==> src/rtl/layer_engine.sv <==
`default_nettype none
// ============================================================================
// layer_engine : sequential multi-lane MAC engine for one fully-connected layer
// Optional feature: define LAYER_ENGINE_RELU_EN to clamp negative results to 0
// Revision: 1.0
// ============================================================================
module layer_engine #(
  parameter  int DATA_WIDTH   = 8,
  parameter  int WEIGHT_WIDTH = 8,
  parameter  int MAC_NUM      = 8,
  parameter  int IN_LEN       = 4,
  parameter  int OUT_NUM      = 8,
  localparam int ACC_WIDTH    = DATA_WIDTH + WEIGHT_WIDTH + $clog2(MAC_NUM * IN_LEN) + 1,
  localparam int K_W          = (IN_LEN > 1) ? $clog2(IN_LEN) : 1,
  localparam int N_W          = (OUT_NUM > 1) ? $clog2(OUT_NUM) : 1,
  localparam int WA_W         = (IN_LEN * OUT_NUM > 1) ? $clog2(IN_LEN * OUT_NUM) : 1
) (
  input  logic                                clk_i,
  input  logic                                rst_i,
  input  logic                                start_i,
  output logic [K_W-1:0]                      x_addr_o,
  output logic                                x_en_o,
  input  logic [MAC_NUM*DATA_WIDTH-1:0]       x_data_i,
  output logic [WA_W-1:0]                     w_addr_o,
  output logic                                w_en_o,
  input  logic [MAC_NUM*WEIGHT_WIDTH-1:0]     w_data_i,
  output logic signed [ACC_WIDTH-1:0]         out_o,
  output logic [N_W-1:0]                      out_idx_o,
  output logic                                out_valid_o,
  input  logic                                out_ready_i,
  output logic                                busy_o,
  output logic                                done_o
);

  localparam int PROD_W = DATA_WIDTH + WEIGHT_WIDTH;

  localparam logic [2:0] S_IDLE  = 3'd0;
  localparam logic [2:0] S_RUN   = 3'd1;
  localparam logic [2:0] S_DRAIN = 3'd2;
  localparam logic [2:0] S_OUT   = 3'd3;
  localparam logic [2:0] S_DONE  = 3'd4;

  localparam logic [K_W-1:0] K_LAST = K_W'(IN_LEN - 1);
  localparam logic [N_W-1:0] N_LAST = N_W'(OUT_NUM - 1);

  logic [2:0]                  state_q, state_d;
  logic [K_W-1:0]              k_q, k_d;
  logic [N_W-1:0]              n_q, n_d;
  logic signed [ACC_WIDTH-1:0] acc_q, acc_d;
  logic                        rd_valid_q, rd_valid_d;

  logic signed [PROD_W-1:0]    prod [MAC_NUM];
  logic signed [ACC_WIDTH-1:0] lane_sum;
  logic signed [ACC_WIDTH-1:0] result;

  genvar l;
  generate
    for (l = 0; l < MAC_NUM; l++) begin : g_lane
      logic signed [DATA_WIDTH-1:0]   x_l;
      logic signed [WEIGHT_WIDTH-1:0] w_l;
      assign x_l     = x_data_i[l*DATA_WIDTH +: DATA_WIDTH];
      assign w_l     = w_data_i[l*WEIGHT_WIDTH +: WEIGHT_WIDTH];
      assign prod[l] = PROD_W'(x_l) * PROD_W'(w_l);
    end
  endgenerate

  always_comb begin
    lane_sum = '0;
    for (int i = 0; i < MAC_NUM; i++) begin
      lane_sum = lane_sum + ACC_WIDTH'(prod[i]);
    end
  end

`ifdef LAYER_ENGINE_RELU_EN
  assign result = acc_q[ACC_WIDTH-1] ? '0 : acc_q;
`else
  assign result = acc_q;
`endif

  // State register
  always_ff @(posedge clk_i) begin
    if (rst_i) begin
      state_q <= S_IDLE;
    end else begin
      state_q <= state_d;
    end
  end

  // Next-state logic
  always_comb begin
    state_d = state_q;
    case (state_q)
      S_IDLE:  if (start_i) state_d = S_RUN;
      S_RUN:   if (k_q == K_LAST) state_d = S_DRAIN;
      S_DRAIN: state_d = S_OUT;
      S_OUT:   if (out_ready_i) state_d = (n_q == N_LAST) ? S_DONE : S_RUN;
      S_DONE:  state_d = S_IDLE;
      default: state_d = S_IDLE;
    endcase
  end

  // Memory data arrives the cycle after a read, so accumulation is qualified
  // by a delayed copy of the RUN state rather than by the state itself.
  always_comb begin
    k_d        = k_q;
    n_d        = n_q;
    acc_d      = acc_q;
    rd_valid_d = (state_q == S_RUN);
    if (rd_valid_q) begin
      acc_d = acc_q + lane_sum;
    end
    case (state_q)
      S_IDLE: begin
        if (start_i) begin
          k_d   = '0;
          n_d   = '0;
          acc_d = '0;
        end
      end
      S_RUN: begin
        k_d = (k_q == K_LAST) ? '0 : k_q + K_W'(1);
      end
      S_OUT: begin
        if (out_ready_i && (n_q != N_LAST)) begin
          n_d   = n_q + N_W'(1);
          k_d   = '0;
          acc_d = '0;
        end
      end
      default: ;
    endcase
  end

  always_ff @(posedge clk_i) begin
    if (rst_i) begin
      k_q        <= '0;
      n_q        <= '0;
      acc_q      <= '0;
      rd_valid_q <= 1'b0;
    end else begin
      k_q        <= k_d;
      n_q        <= n_d;
      acc_q      <= acc_d;
      rd_valid_q <= rd_valid_d;
    end
  end

  // Output logic
  always_comb begin
    x_en_o      = 1'b0;
    w_en_o      = 1'b0;
    x_addr_o    = '0;
    w_addr_o    = '0;
    out_valid_o = 1'b0;
    out_o       = '0;
    out_idx_o   = '0;
    done_o      = 1'b0;
    busy_o      = (state_q != S_IDLE);
    case (state_q)
      S_RUN: begin
        x_en_o   = 1'b1;
        w_en_o   = 1'b1;
        x_addr_o = k_q;
        w_addr_o = WA_W'(n_q) * WA_W'(IN_LEN) + WA_W'(k_q);
      end
      S_OUT: begin
        out_valid_o = 1'b1;
        out_o       = result;
        out_idx_o   = n_q;
      end
      S_DONE: begin
        done_o = 1'b1;
      end
      default: ;
    endcase
  end

endmodule
`default_nettype wire

==> config.mk <==
export PLATFORM = sky130hd
export DESIGN_NAME = layer_engine
export DESIGN_NICKNAME = d
export VERILOG_FILES = /design/src/rtl/layer_engine.sv
export SDC_FILE = /design/constraint.sdc
export NUM_CORES = 2
export LEC_CHECK = 0
export ABC_AREA = 1
export ABC_CLOCK_PERIOD_IN_PS = 8600
export CAP_MARGIN = 5
export CELL_PAD_IN_SITES_DETAIL_PLACEMENT = 1
export CELL_PAD_IN_SITES_GLOBAL_PLACEMENT = 2
export CORE_MARGIN = 2
export CORE_UTILIZATION = 35
export DETAILED_ROUTE_END_ITERATION = 12
export GPL_TIMING_DRIVEN = 0
export PLACE_DENSITY = 0.89
export SLEW_MARGIN = 25
export SYNTH_ARGS = -nofsm -noshare
export SYNTH_HDL_FRONTEND = slang
export SYNTH_SLANG_ARGS = --single-unit
==> constraint.sdc <==
create_clock -name clk_i -period 8.6 [get_ports clk_i]
set_input_delay 1.29 -clock clk_i [delete_from_list [all_inputs] [get_ports clk_i]]
set_output_delay 1.29 -clock clk_i [all_outputs]
set_load 0.05 [all_outputs]
# Yosys cells after proc, flatten, opt, wreduce, memory -nomap -nowiden

Index checks and enable logic that the tools add are counted.

Add/sub/neg operators: 11
$mul: 8
Equal/unequal tests: 11
Muxes and demuxes: 23
Reductions and logical operators: 8

Operators with widths:

| operator                                                        | count |
|---|---|
| 8-bit by 8-bit multiplier with 16-bit output                    | 8 |
| 22-bit 2-to-1 mux                                               | 4 |
| 22-bit one-hot mux with 2 select lines                          | 1 |
| 21-bit by 16-bit adder with 22-bit output                       | 1 |
| 22-bit by 16-bit adder with 22-bit output                       | 1 |
| 22-bit adder                                                    | 1 |
| 20-bit by 16-bit adder with 21-bit output                       | 1 |
| 3-bit 2-to-1 mux                                                | 7 |
| 19-bit by 16-bit adder with 20-bit output                       | 1 |
| 18-bit by 16-bit adder with 19-bit output                       | 1 |
| 17-bit by 16-bit adder with 18-bit output                       | 1 |
| 16-bit by 16-bit adder with 17-bit output                       | 1 |
| 3-bit one-hot mux with 4 select lines                           | 1 |
| 3-bit AND reduction                                             | 3 |
| 2-bit 2-to-1 mux                                                | 4 |
| 3-bit by 2-bit == test with 1-bit output, second input constant | 2 |
| 3-bit == test, second input constant                            | 2 |
| 2-bit != test, second input constant                            | 3 |
| 2-bit one-hot mux with 3 select lines                           | 1 |
| 3-bit one-hot mux with 2 select lines                           | 1 |
| 3-bit nonzero test                                              | 2 |
| 5-bit by 2-bit adder with 5-bit output                          | 1 |
| 5-bit 2-to-1 mux                                                | 1 |
| 3-bit by 1-bit adder with 3-bit output, second input constant   | 1 |
| 9 further kinds                                                 | 11 |

Register bits: 31
Input port bits: 132
Output and inout bits: 37
Word-level logic and storage cells: 66

# Depth between registers and ports, before layout

Depth in word-level cells: 12
Depth in mapped cells: 35
Gate-level depth less buffers: 34

# Least setup slack after synthesis

OpenSTA, ideal clock, no wires.

Path kind: in2reg
From: input w_data_i[32]
To: register acc_q[21]
Library setup time: 109 ps
Arrival: 8316 ps
Data required time: 8491 ps
Slack: 174 ps
Cell stages on the path: 31
Path buffers: 1
Cell sequence: clkbuf_1 > nand2_1 > fa_1 > inv_1 > fa_1 > inv_1 > fa_1 > inv_1 > fa_1 > inv_1 > fa_1 > inv_1 > fa_1 > fa_1 > inv_1 > fa_1 > inv_1 > fa_1 > inv_1 > fa_1 > inv_1 > ha_1 > nand2_1 > nor3_1 > nand4_1 > nand3_1 > inv_1 > nand2_1 > nand3_1 > nand2_1 > inv_1

Longest elaborated chain between the ends: 9
Elaborated cells on any way between the ends: 10
Classes of those cells: add/sub (5); mul (1); mux (4)

RTL lines:

| item                                           | line     | text |
|---|---|---|
| start, declared                                | 26       | `input logic [MAC_NUM*WEIGHT_WIDTH-1:0] w_data_i,` |
| 8-bit by 8-bit multiplier with 16-bit output * | 63       | `assign prod[l] = PROD_W'(x_l) * PROD_W'(w_l);` |
| 19-bit by 16-bit adder with 20-bit output *    | 70       | `lane_sum = lane_sum + ACC_WIDTH'(prod[i]);` |
| 20-bit by 16-bit adder with 21-bit output *    | 70       |  |
| 21-bit by 16-bit adder with 22-bit output *    | 70       |  |
| 22-bit by 16-bit adder with 22-bit output *    | 70       |  |
| 22-bit adder *                                 | 110      | `acc_d = acc_q + lane_sum;` |
| 22-bit 2-to-1 mux *                            | 109      | `if (rd_valid_q) begin` |
| 22-bit 2-to-1 mux (on tied branches)           | 124, 114 |  |
| 22-bit one-hot mux with 2 select lines *       | 112      | `case (state_q)` |
| end signal, assigned                           | 138      | `acc_q <= '0;` |
| end signal, assigned                           | 143      | `acc_q <= acc_d;` |
| end, declared                                  | 49       | `logic signed [ACC_WIDTH-1:0] acc_q, acc_d;` |

Mark *: on every way between the ends. The rest lies on a longest branch, timed or not.
A chain may end at the register's enable or synchronous reset.

# Worst setup path after layout

From: input x_data_i[23]
To: register acc_q[18]

Longest elaborated chain between the ends: 11
Elaborated cells on any way between the ends: 12
Classes of those cells: add/sub (7); mul (1); mux (4)

RTL lines:

| item                                           | line     | text |
|---|---|---|
| start, declared                                | 23       | `input logic [MAC_NUM*DATA_WIDTH-1:0] x_data_i,` |
| 8-bit by 8-bit multiplier with 16-bit output * | 63       |  |
| 17-bit by 16-bit adder with 18-bit output *    | 70       |  |
| 18-bit by 16-bit adder with 19-bit output *    | 70       |  |
| 19-bit by 16-bit adder with 20-bit output *    | 70       |  |
| 20-bit by 16-bit adder with 21-bit output *    | 70       |  |
| 21-bit by 16-bit adder with 22-bit output *    | 70       |  |
| 22-bit by 16-bit adder with 22-bit output *    | 70       |  |
| 22-bit adder *                                 | 110      |  |
| 22-bit 2-to-1 mux *                            | 109      |  |
| 22-bit 2-to-1 mux (on tied branches)           | 124, 114 |  |
| 22-bit one-hot mux with 2 select lines *       | 112      |  |

Marked as above.

==> results.sh <==
export IMPL_drt_iter0_drc=756
export IMPL_yosysUniqueCellTypes=42
export IMPL_grt_ovfl_total=0
export IMPL_drc=0
export IMPL_drt_vias_per_instance=4.513
export IMPL_synth_top_family_by_area="adder cells"
export IMPL_outcome="completed"
export IMPL_postRouteAntennaNets=0
export IMPL_drtPass1Iterations=5
export IMPL_h_tree_depth=2
export IMPL_synthMuxAreaShare=0
export IMPL_clock_skew_ns=0.008272
export IMPL_grt_max_degree=16
export IMPL_arrival_ns=8.55
export IMPL_min_period_ns=8.407
export IMPL_synth_seq_cells=31
export IMPL_critical_path_class="in2reg"
export IMPL_design_area_um2=29470
export IMPL_worst_setup_path_end_kind="register"
export IMPL_port_buffer_count=47
export IMPL_syn_avg_cell_area_um2=8.592
export IMPL_syn_area_um2=26490
export IMPL_drive_above_1_share=0.1162
export IMPL_crit_fanout=8
export IMPL_synth_edff_count=0
export IMPL_slowest_stage="fa_2"
export IMPL_routedWlPerCell_um=18.25
export IMPL_cts_inserted_buffers=5
export IMPL_row_count=100
export IMPL_synthSimpleGateAreaFrac=0.1074
export IMPL_syn_inst=3083
export IMPL_hpwl_um=69110
export IMPL_crit_path_start_kind="primary input"
export IMPL_path_clk_slew_ns=0.05
export IMPL_final_nets=4275
export IMPL_place_ws_ns=-1.219
export IMPL_setup_tns_ns=0
export IMPL_synth_yosys_seq_area_share=0.02343
export IMPL_drv_slew=0
export IMPL_antenna_found_initial=2
export IMPL_drt_wl_total_um=75850
export IMPL_track_usage=0.2027
export IMPL_final_util=0.3946
export IMPL_grt_pass1_vias=22030
export IMPL_hold_viol_final=0
export IMPL_synth_compound_area_frac=0.02088
export IMPL_async_flop_share=0
export IMPL_hold_path_class="reg2reg"
export IMPL_grt_pass1_wl_um=121600
export IMPL_finalSetupViolCount=0
export IMPL_ys_dominant_reg_cell="dfxtp_1"
export IMPL_yosys_warnings=0
export IMPL_final_common_cell="inv_1"
export IMPL_area_growth_pct=11.26
export IMPL_placed_cell_area_um2=28170
export IMPL_clock_sinks=31
export IMPL_root_buffer="clkbuf_16"
export IMPL_synth_adder_area_share=0.6613
export IMPL_io_pins=169
export IMPL_cts_tree="done"
export IMPL_cp_required_ns=8.74
export IMPL_die_width_um=279.1
export IMPL_worst_slack_ns=0.1933
export IMPL_worst_slew_pin_slew_ns=0.6582
export IMPL_mostFrequentLayoutCells="1111 x inv_1, 694 x fa_1, 510 x nand2_1, 209 x ha_1, 96 x nor2_1"
export IMPL_clkLatencyLatePin_ns=0.28
export IMPL_crit_top_cell="fa_1"
export IMPL_die_h_um=279.1
export IMPL_fin_crit_sh=0.9775
export IMPL_core_um2=74700
export IMPL_relSlewSlack=0.5612
export IMPL_synth_xor_area_share=0.003306
export IMPL_dieArea_um2=77900
export IMPL_gp_congestion=0.8925
export IMPL_cts_hold_buffers=0
export IMPL_start_util=0.3546
export IMPL_via_count=18760
export IMPL_syn_num_nets=4174
export IMPL_fmax_mhz=119.0
export IMPL_clock_path_buffers=2
export IMPL_critPathMaxStageDelay_ns=0.66
export IMPL_cap_viol_max_count=0
sequential cells by signal, summed over array words and instances (netlist names):
signal / flops
acc_q: 22
n_q: 3
state_q: 3
k_q: 2
rd_valid_q: 1
worst max-delay path, delay by kind of cell:
kind / cells / cell delay [ns]
buf+inv: 7 / 0.72
xor+xnor: 1 / 0.15
compound gates: 1 / 0.09
fa+ha+maj: 11 / 5.54
simple gates: 7 / 0.74
path summary, 6_finish.rpt:
path                              startpoint   endpoint  slack (ns)  depth (start not counted)
worst min-delay path                  k_q[1]     k_q[1]        0.49                          2
worst max register to register      acc_q[6]  acc_q[12]        1.91                         22
worst max-delay path            x_data_i[23]  acc_q[18]        0.19                         27
worst min register to register        k_q[1]     k_q[1]        0.49                          2
synth_stat cells, types with 3 or more instances:
cell type  instances  share of area
buf_2              3        0.00057
clkinv_1           3        0.00043
nand4_1            6         0.0014
inv_2              9         0.0013
dfxtp_1           31          0.023
inv_1           1143           0.16
nand3b_1           4         0.0011
clkbuf_1         123          0.017
xnor2_1            6         0.0020
ha_1             224           0.11
or2_2             24         0.0057
a21o_1             3        0.00085
a21oi_1           35         0.0066
nand2_1          538          0.076
a211oi_1           4         0.0011
nor3_1             4        0.00076
nand3_1           19         0.0036
o21ai_0           29         0.0055
fa_1             735           0.56
nor2_1           101          0.014
xor2_1             4         0.0013
buf_4              4         0.0011
a211oi_2           6         0.0028
o211ai_1           3        0.00085
cell type report:
| class | instances | area, um^2 |
|---|---|---|
| antenna | 2 | 5.005 |
| timing repair buffer | 94 | 799.5 |
| multi-input combinational | 1763 | 21550 |
| clock buffer | 7 | 132.6 |
| clock inverter | 1 | 5.005 |
| buffer | 134 | 765.7 |
| fill | 8889 | 45220 |
| inverter | 1155 | 4385 |
| tap | 969 | 1212 |
| sequential | 31 | 620.6 |
through the flow:
| step | hold WS (ns) | instances |
|---|---|---|
| after floorplan | 0.4557 | 3083 |
| after global placement | 0.4786 | 4099 |
| after detailed placement | 0.4839 | 4099 |
| after CTS | 0.4910 | 4116 |
| after global routing | 0.5032 | 4156 |
| final | 0.4864 | 4156 |
logic make-up after synthesis:
group / after synthesis
compound gates: 89
xor+xnor: 10
fa+ha+maj: 959
buf+inv: 1289
flops: 31
simple gates: 705
layer usage:
layer  routed length, um  up-vias  global-route usage
met2               39010      324              0.3631
met4                2522        0             0.05376
met1               31380     9765              0.2574
met3                2938      101             0.02527
met5                   0        -                   0
li1                    -     8567                   -
timing repair:
action	in CTS	in global routing
gates resized for setup	145	330
endpoints found under the hold margin	0	0
setup endpoints to repair	15	14
setup buffers	9	38
pin swaps	19	98
Power is left out: the tool's default activity adds up to more than one toggle a clock period on the data nets, which glitch-free logic cannot reach.
